### config.mk
export PLATFORM = sky130hd
export DESIGN_NAME = mem_access_sequencer
export DESIGN_NICKNAME = d
export VERILOG_FILES = /design/src/rtl/mem_access_sequencer.sv
export SDC_FILE = /design/constraint.sdc
export NUM_CORES = 1
export LEC_CHECK = 0
export CAP_MARGIN = 20
export CORE_MARGIN = 3
export CORE_UTILIZATION = 52
export CTS_CLUSTER_SIZE = 24
export DETAILED_ROUTE_END_ITERATION = 6
export PLACE_DENSITY = 0.81
export SKIP_LAST_GASP = 1
export SYNTH_ARGS = -nofsm -noshare
export SYNTH_HDL_FRONTEND = slang
export SYNTH_SLANG_ARGS = --single-unit
### constraint.sdc
create_clock -name clk -period 3.2 [get_ports clk]
set_input_delay 0.8 -clock clk [delete_from_list [all_inputs] [get_ports clk]]
set_output_delay 0.8 -clock clk [all_outputs]
set_load 0.005 [all_outputs]
### src/rtl/mem_access_sequencer.sv
// ---------------------------------------------------------------------------
// mem_access_sequencer
//
// Purpose:
//   Control stage that sits directly in front of the memory address manager.
//   A single start request (base address, word count, read/write op) becomes
//   the following sequence:
//     - one LOAD cycle that presents the base address with both enables low,
//       so the manager preloads it;
//     - one read or write enable per word after that.
//   The sequencer keeps its own copy of the current address (base + count).
//   Because of this, stalls and aborts never lose the manager's position.
//
// Ports:
//   clk          in   single clock, all state updates on posedge
//   rst          in   synchronous active-high reset
//   start        in   request pulse, accepted only when idle
//   op_write     in   0 = read burst, 1 = write burst (sampled with start)
//   base_addr    in   first word address (sampled with start)
//   length       in   word count, 0 is legal (sampled with start)
//   hold         in   stall, suppresses the enable in the same cycle
//   abort        in   terminates an active burst
//   read_enable  out  read strobe to the address manager
//   write_enable out  write strobe to the address manager
//   mem_address  out  address to the manager's input_address
//   busy         out  high while loading or running a burst
//   done         out  one-cycle pulse at burst end (normal or aborted)
//   aborted      out  last burst ended by abort, cleared on next start
//   words_done   out  accesses issued in the current/last burst
// ---------------------------------------------------------------------------
module mem_access_sequencer #(
    parameter int ADDR_W = 19
) (
    input  logic              clk,
    input  logic              rst,
    input  logic              start,
    input  logic              op_write,
    input  logic [ADDR_W-1:0] base_addr,
    input  logic [ADDR_W-1:0] length,
    input  logic              hold,
    input  logic              abort,
    output logic              read_enable,
    output logic              write_enable,
    output logic [ADDR_W-1:0] mem_address,
    output logic              busy,
    output logic              done,
    output logic              aborted,
    output logic [ADDR_W-1:0] words_done
);

    localparam logic [ADDR_W-1:0] ONE = {{(ADDR_W-1){1'b0}}, 1'b1};

    typedef enum logic [1:0] {
        IDLE = 2'd0,
        LOAD = 2'd1,
        RUN  = 2'd2,
        DONE = 2'd3
    } state_t;

    state_t            state;
    state_t            state_next;
    logic              op;
    logic [ADDR_W-1:0] base;
    logic [ADDR_W-1:0] len;
    logic [ADDR_W-1:0] count;

    // An access is issued only in RUN when neither stall nor abort is present.
    // Abort wins over hold: both suppress the strobe, but only abort ends
    // the burst.
    logic access_now;
    logic last_word;

    assign access_now = (state == RUN) && !hold && !abort;
    assign last_word  = (count == (len - ONE));

    // State register: reset always returns to IDLE. No done pulse is
    // produced on reset because DONE is only reached through the
    // next-state logic.
    always_ff @(posedge clk) begin
        if (rst) begin
            state <= IDLE;
        end else begin
            state <= state_next;
        end
    end

    // Next-state logic. A zero-length request goes straight to DONE so that
    // no enables are issued and busy never rises.
    always_comb begin
        state_next = state;
        case (state)
            IDLE: begin
                if (start) begin
                    state_next = (length != '0) ? LOAD : DONE;
                end
            end
            LOAD: begin
                state_next = abort ? DONE : RUN;
            end
            RUN: begin
                if (abort) begin
                    state_next = DONE;
                end else if (!hold && last_word) begin
                    state_next = DONE;
                end
            end
            DONE: begin
                state_next = IDLE;
            end
            default: begin
                state_next = IDLE;
            end
        endcase
    end

    // Burst bookkeeping. Request fields are latched only on an accepted
    // start, so starts that arrive while busy or in DONE cannot disturb
    // the running burst. When an abort arrives, count keeps the number of
    // accesses already issued.
    always_ff @(posedge clk) begin
        if (rst) begin
            op      <= 1'b0;
            base    <= '0;
            len     <= '0;
            count   <= '0;
            aborted <= 1'b0;
        end else begin
            case (state)
                IDLE: begin
                    if (start) begin
                        op      <= op_write;
                        base    <= base_addr;
                        len     <= length;
                        count   <= '0;
                        aborted <= 1'b0;
                    end
                end
                LOAD: begin
                    if (abort) begin
                        aborted <= 1'b1;
                    end
                end
                RUN: begin
                    if (abort) begin
                        aborted <= 1'b1;
                    end else if (access_now) begin
                        count <= count + ONE;
                    end
                end
                default: begin
                end
            endcase
        end
    end

    // The address is always base + count, wrapping naturally at the register
    // width. In LOAD, count is zero, so the manager sees the base. During a
    // hold, or outside RUN, the value is stable, so a manager reload leaves
    // its position unchanged.
    assign mem_address = base + count;
    assign words_done  = count;

    // Output decode. The enables are gated combinationally by hold/abort,
    // so a stall or abort takes effect in the same cycle. They are mutually
    // exclusive through op.
    always_comb begin
        read_enable  = 1'b0;
        write_enable = 1'b0;
        busy         = 1'b0;
        done         = 1'b0;
        case (state)
            LOAD: begin
                busy = 1'b1;
            end
            RUN: begin
                busy         = 1'b1;
                read_enable  = access_now && !op;
                write_enable = access_now && op;
            end
            DONE: begin
                done = 1'b1;
            end
            default: begin
            end
        endcase
    end

endmodule

# Word level (Yosys, flattened, before mapping)
# Index checks and enable logic that the tools add are counted.
# Widths: inputs -> output; s select.
# totals
ff_bits	61
latchBits	0
mem_bits_rw	0
romBits	0
input_bits	44
output_inout_bits	43
word_cells	52
mem_count	0
# classes
add_sub_neg	3
mul	0
div	0
magnitude_cmp	0
n_eq_ne	9
n_shift	0
mux	17
bitwise	0
reduce_logical	17
# op_table
cell	count
$mux 19	3
$pmux 19 s2	1
$add 19x1->19 const B	1
$add 19x19->19	1
$eq 19x19->1	1
$reduce_bool 19->1	1
$sub 19x1->19 const B	1
$mux 2	4
$pmux 2 s4	1
$mux 1	7
$ne 2x2->1 const B	3
$logic_and 1x1->1	5
$eq 2x2->1 const B	2
$reduce_and 2->1	2
$reduce_and 4->1	1
$reduce_bool 2->1	2
$logic_not 1->1	3
$ne 3x2->1 const B	1
$reduce_and 3->1	1
$eq 2x1->1 const B	1
$logic_not 2->1	1
$ne 2x1->1 const B	1
$pmux 1 s2	1
$reduce_or 2->1	1

# Depth between registers and ports, before layout
# logic_depth
word_depth	6
ltp_mapped	11
depth_no_buf	10

# Worst setup path before layout
# OpenSTA, ideal clock, no wires.
# synth_timing
path_type	reg2out
start	register count[0] (netlist: words_done[0])
end	output port mem_address[18]
arrival_time_ns	2.235
required_time_ns	2.400
setup_slack_ns	0.165
stages_incl_launch_ff	11
path_buffers	0
path_cell_list	dfxtp_1 -> ha_1 -> inv_1 -> fa_1 -> nor2b_1 -> o21ai_0 -> a21bo_2 -> a21oi_1 -> a21bo_2 -> a2111oi_0 -> nor3b_1
# synth_between
elab_chain_len	1
# synth_rtl
item	line_no	text
start: declaration	65	logic [ADDR_W-1:0] count;
start signal: assignment	147	count <= count + ONE;
$add 19x19->19	160	assign mem_address = base + count;
end: declaration	44	output logic [ADDR_W-1:0] mem_address,
# Every way passes these cells.

# Worst setup path after layout
# layout_timing
start	register count[0] (netlist: words_done[0])
end	output port mem_address[16]
# Same word-level chain as after synthesis.

==> flow_metrics.env <==
export IMPL_status="finished with violations"
export IMPL_violations="negative setup slack"
export IMPL_clk_path_buf_depth=2
export IMPL_syn_nets=612
export IMPL_clk_pin_slew_ns=0.07
export IMPL_dr_pass1_iters=6
export IMPL_io_pins=87
export IMPL_root_buffer="clkbuf_8"
export IMPL_die_h_um=95.6
export IMPL_p_per_area_nw_per_um2=534
export IMPL_rsz0062_at_grt="true"
export IMPL_grt_max_degree=41
export IMPL_chipWidth_um=95.6
export IMPL_wl_per_cell_um=16.7
export IMPL_viasPerCell=5.77
export IMPL_drt_iter0_drc=312
export IMPL_setup_viol=3
export IMPL_die_area_sq_um=9150
export IMPL_h_tree_depth=3
export IMPL_netlist_area_sq_um=4180
export IMPL_syn_avg_cell_area_sq_um=7.70
export IMPL_cp_max_fo=3
export IMPL_core_area_sq_um=7770
export IMPL_hold_viol=0
export IMPL_start_util_pct=53.8
export IMPL_post_dp_cell_area_sq_um=5380
export IMPL_endpoint_kind="output pin"
export IMPL_worst_ir_drop_vdd_mv=0.496
export IMPL_worstPathRequired_ns=2.40
export IMPL_clock_sinks=61
export IMPL_tightest_slew_ns=0.789
export IMPL_synthCells=543
export IMPL_drive_gt1_share_pct=19.8
export IMPL_timing_fmax_mhz=298
export IMPL_crit_type="reg2out"
export IMPL_io_buffers=86
export IMPL_arrival_ns=2.56
export IMPL_dp_hpwl_um=8990
export IMPL_drc=0
export IMPL_max_cap_viol_count=0
export IMPL_cts_hold_buf=0
export IMPL_finalClockSkew_ns=0.00851
export IMPL_nets=742
export IMPL_ys_types=59
export IMPL_setup_ws_ns=-0.155
export IMPL_grt_pass1_vias=4144
export IMPL_cts_tree="yes"
export IMPL_drt_antenna_violating_nets=0
export IMPL_dp_cells=748
export IMPL_finalNonFillerCells=779
export IMPL_n_antenna_cell=0
export IMPL_syn_to_final_growth_pct=41.2
export IMPL_synth_top_area_share_pct=29.2
export IMPL_slew_headroom_pct=46.9
export IMPL_grt_overflow=0
export IMPL_fp_row_count=32
export IMPL_clk_latency_ns=0.34
export IMPL_hold_class="reg2reg"
export IMPL_antenna_found_initial=0
export IMPL_period_minus_slack_ns=3.36
export IMPL_synth_area_leaders="dfxtp_1, nand2_1, a21oi_1"
export IMPL_dp_slack_ns=-0.306
export IMPL_gp_congestion=0.903
export IMPL_grt_usage_pct=26.6
export IMPL_async_flop_share_pct=0
export IMPL_grt_pass1_wl_um=19100
export IMPL_yosys_area_top_type="dfxtp_1"
export IMPL_ys_seq_area_share_pct=29.2
export IMPL_ys_warn_count=0
export IMPL_vias=4498
export IMPL_synth_edf_count=0
export IMPL_total_power_mw=3.15
export IMPL_final_area_sq_um=5900
export IMPL_start_kind="flop"
export IMPL_nFillCells=556
export IMPL_ys_seq_elements=61
export IMPL_wl_um=13000
export IMPL_cts_buffers=9
export IMPL_finalCritPeriodShare_pct=105
export IMPL_drv_slew=0
export IMPL_synth_flop_cell="dfxtp_1"
export IMPL_p_leak_nw=2.36
synthesized netlist by cell type (3+ instances only):
library cell,count
ha_1,24
nor4_1,11
or3_1,8
inv_1,12
xor2_1,24
nor3_1,15
nand2_1,96
nand2b_1,7
a211oi_1,9
and2_1,7
nor3b_1,4
nor2b_1,11
mux2i_1,3
and3_1,7
o21bai_1,4
xnor2_1,29
o2111ai_1,3
a21oi_1,66
o21ai_0,17
nand4_1,9
nand3_1,17
a21o_1,3
nor2_1,29
dfxtp_1,61
and4_1,3
clkbuf_1,21
a31oi_1,3
per-stage QoR:
step | setup TNS (ns) | utilization (%) | hold slack (ns)
5_1_grt | -1.03 | 76.0 | 0.491
3_3_place_gp | -0.565 | 69.3 | 0.447
6_report | -0.237 | 76.0 | 0.464
3_5_place_dp | -1.03 | 69.3 | 0.454
4_1_cts | -0.301 | 73.6 | 0.468
2_1_floorplan | 0 | - | 0.440
routing by layer:
metal	vias up	track usage (%)	part of all wire, %
li1	2180	-	-
met1	2097	32.1	42
met2	179	46.7	49
met3	42	4.03	6.4
met4	0	11.1	2.6
met5	-	0	0
cell usage in the layout (no fill, tap or decap), types with 5 or more instances in the layout:
cell / netlist / routed
and3_1: 7 / 7
or3_1: 8 / 8
nand3_1: 17 / 16
buf_4: 0 / 57
clkbuf_8: 0 / 9
nor2_1: 29 / 28
o21ai_0: 17 / 12
a21oi_1: 66 / 63
ha_4: 0 / 7
xnor2_1: 29 / 29
dlygate4sd2_1: 0 / 5
nor4_1: 11 / 11
nand2b_1: 7 / 7
ha_1: 24 / 16
inv_1: 12 / 11
nand2_1: 96 / 96
a211oi_1: 9 / 5
dfxtp_2: 0 / 6
nor2b_1: 11 / 10
dfxtp_1: 61 / 54
and2_1: 7 / 7
xor2_1: 24 / 24
clkdlybuf4s50_1: 0 / 72
nor3_1: 15 / 12
nand4_1: 9 / 9
buf_2: 2 / 7
flip-flops by register name (all words and copies together) (netlist names):
| register | count |
|---|---|
| words_done | 19 |
| op | 1 |
| aborted | 1 |
| base | 19 |
| state | 2 |
| len | 19 |
worst paths after layout:
kind                            cells past startpoint              end     startpoint  slack (ns)
worst min register to register                      2         base[11]       base[11]        0.46
worst min-delay path                                2         base[11]       base[11]        0.46
worst max-delay path                               12  mem_address[16]  words_done[0]       -0.16
worst max register to register                      9         state[0]         len[1]        0.10
layout make-up:
cell class,instances,area [sq um],area share (%)
multi-input combinational,444,3020,51.2
timing repair buffer,145,1260,21.4
sequential,61,1230,20.9
tap,102,128,2.16
clock buffer,9,124,2.10
clock inverter,6,88.8,1.51
inverter,12,45.0,0.764
where the power goes:
group          total (mW)  internal (mW)  switching, mW
clock               0.742          0.433          0.309
sequential          0.982          0.862          0.121
combinational        1.43          0.645          0.784
total                3.15           1.94           1.21
critical path, cell delays in order (launching register included):
cell	delay, ns
dfxtp_2	0.36
ha_4	0.14
inv_2	0.03
fa_2	0.35
nor2b_2	0.15
o21ai_2	0.08
a21bo_2	0.22
a21oi_4	0.19
buf_6	0.14
a211oi_2	0.06
o21bai_1	0.18
xor2_1	0.17
buf_2	0.14
what timing repair did:
item | CTS | global route
gates cloned | 0 | 0
setup endpoints to repair | 14 | 13
pin swaps | 19 | 20
gates resized for setup | 53 | 37
buffers inserted | 11 | 6
logic make-up after synthesis:
logic type	count (synthesis)	share of synthesized area (%)
adder cells (fa/ha/maj)	25	7.66
AND/OR/NAND/NOR	240	29.8
multiplexers	3	0.719
AO/OA/AOI/OAI	123	17.8
XOR/XNOR	53	11.1
flip-flops	61	29.2
buffers and inverters	38	3.65
No activity file was read; power rests on OpenSTA's default activity.
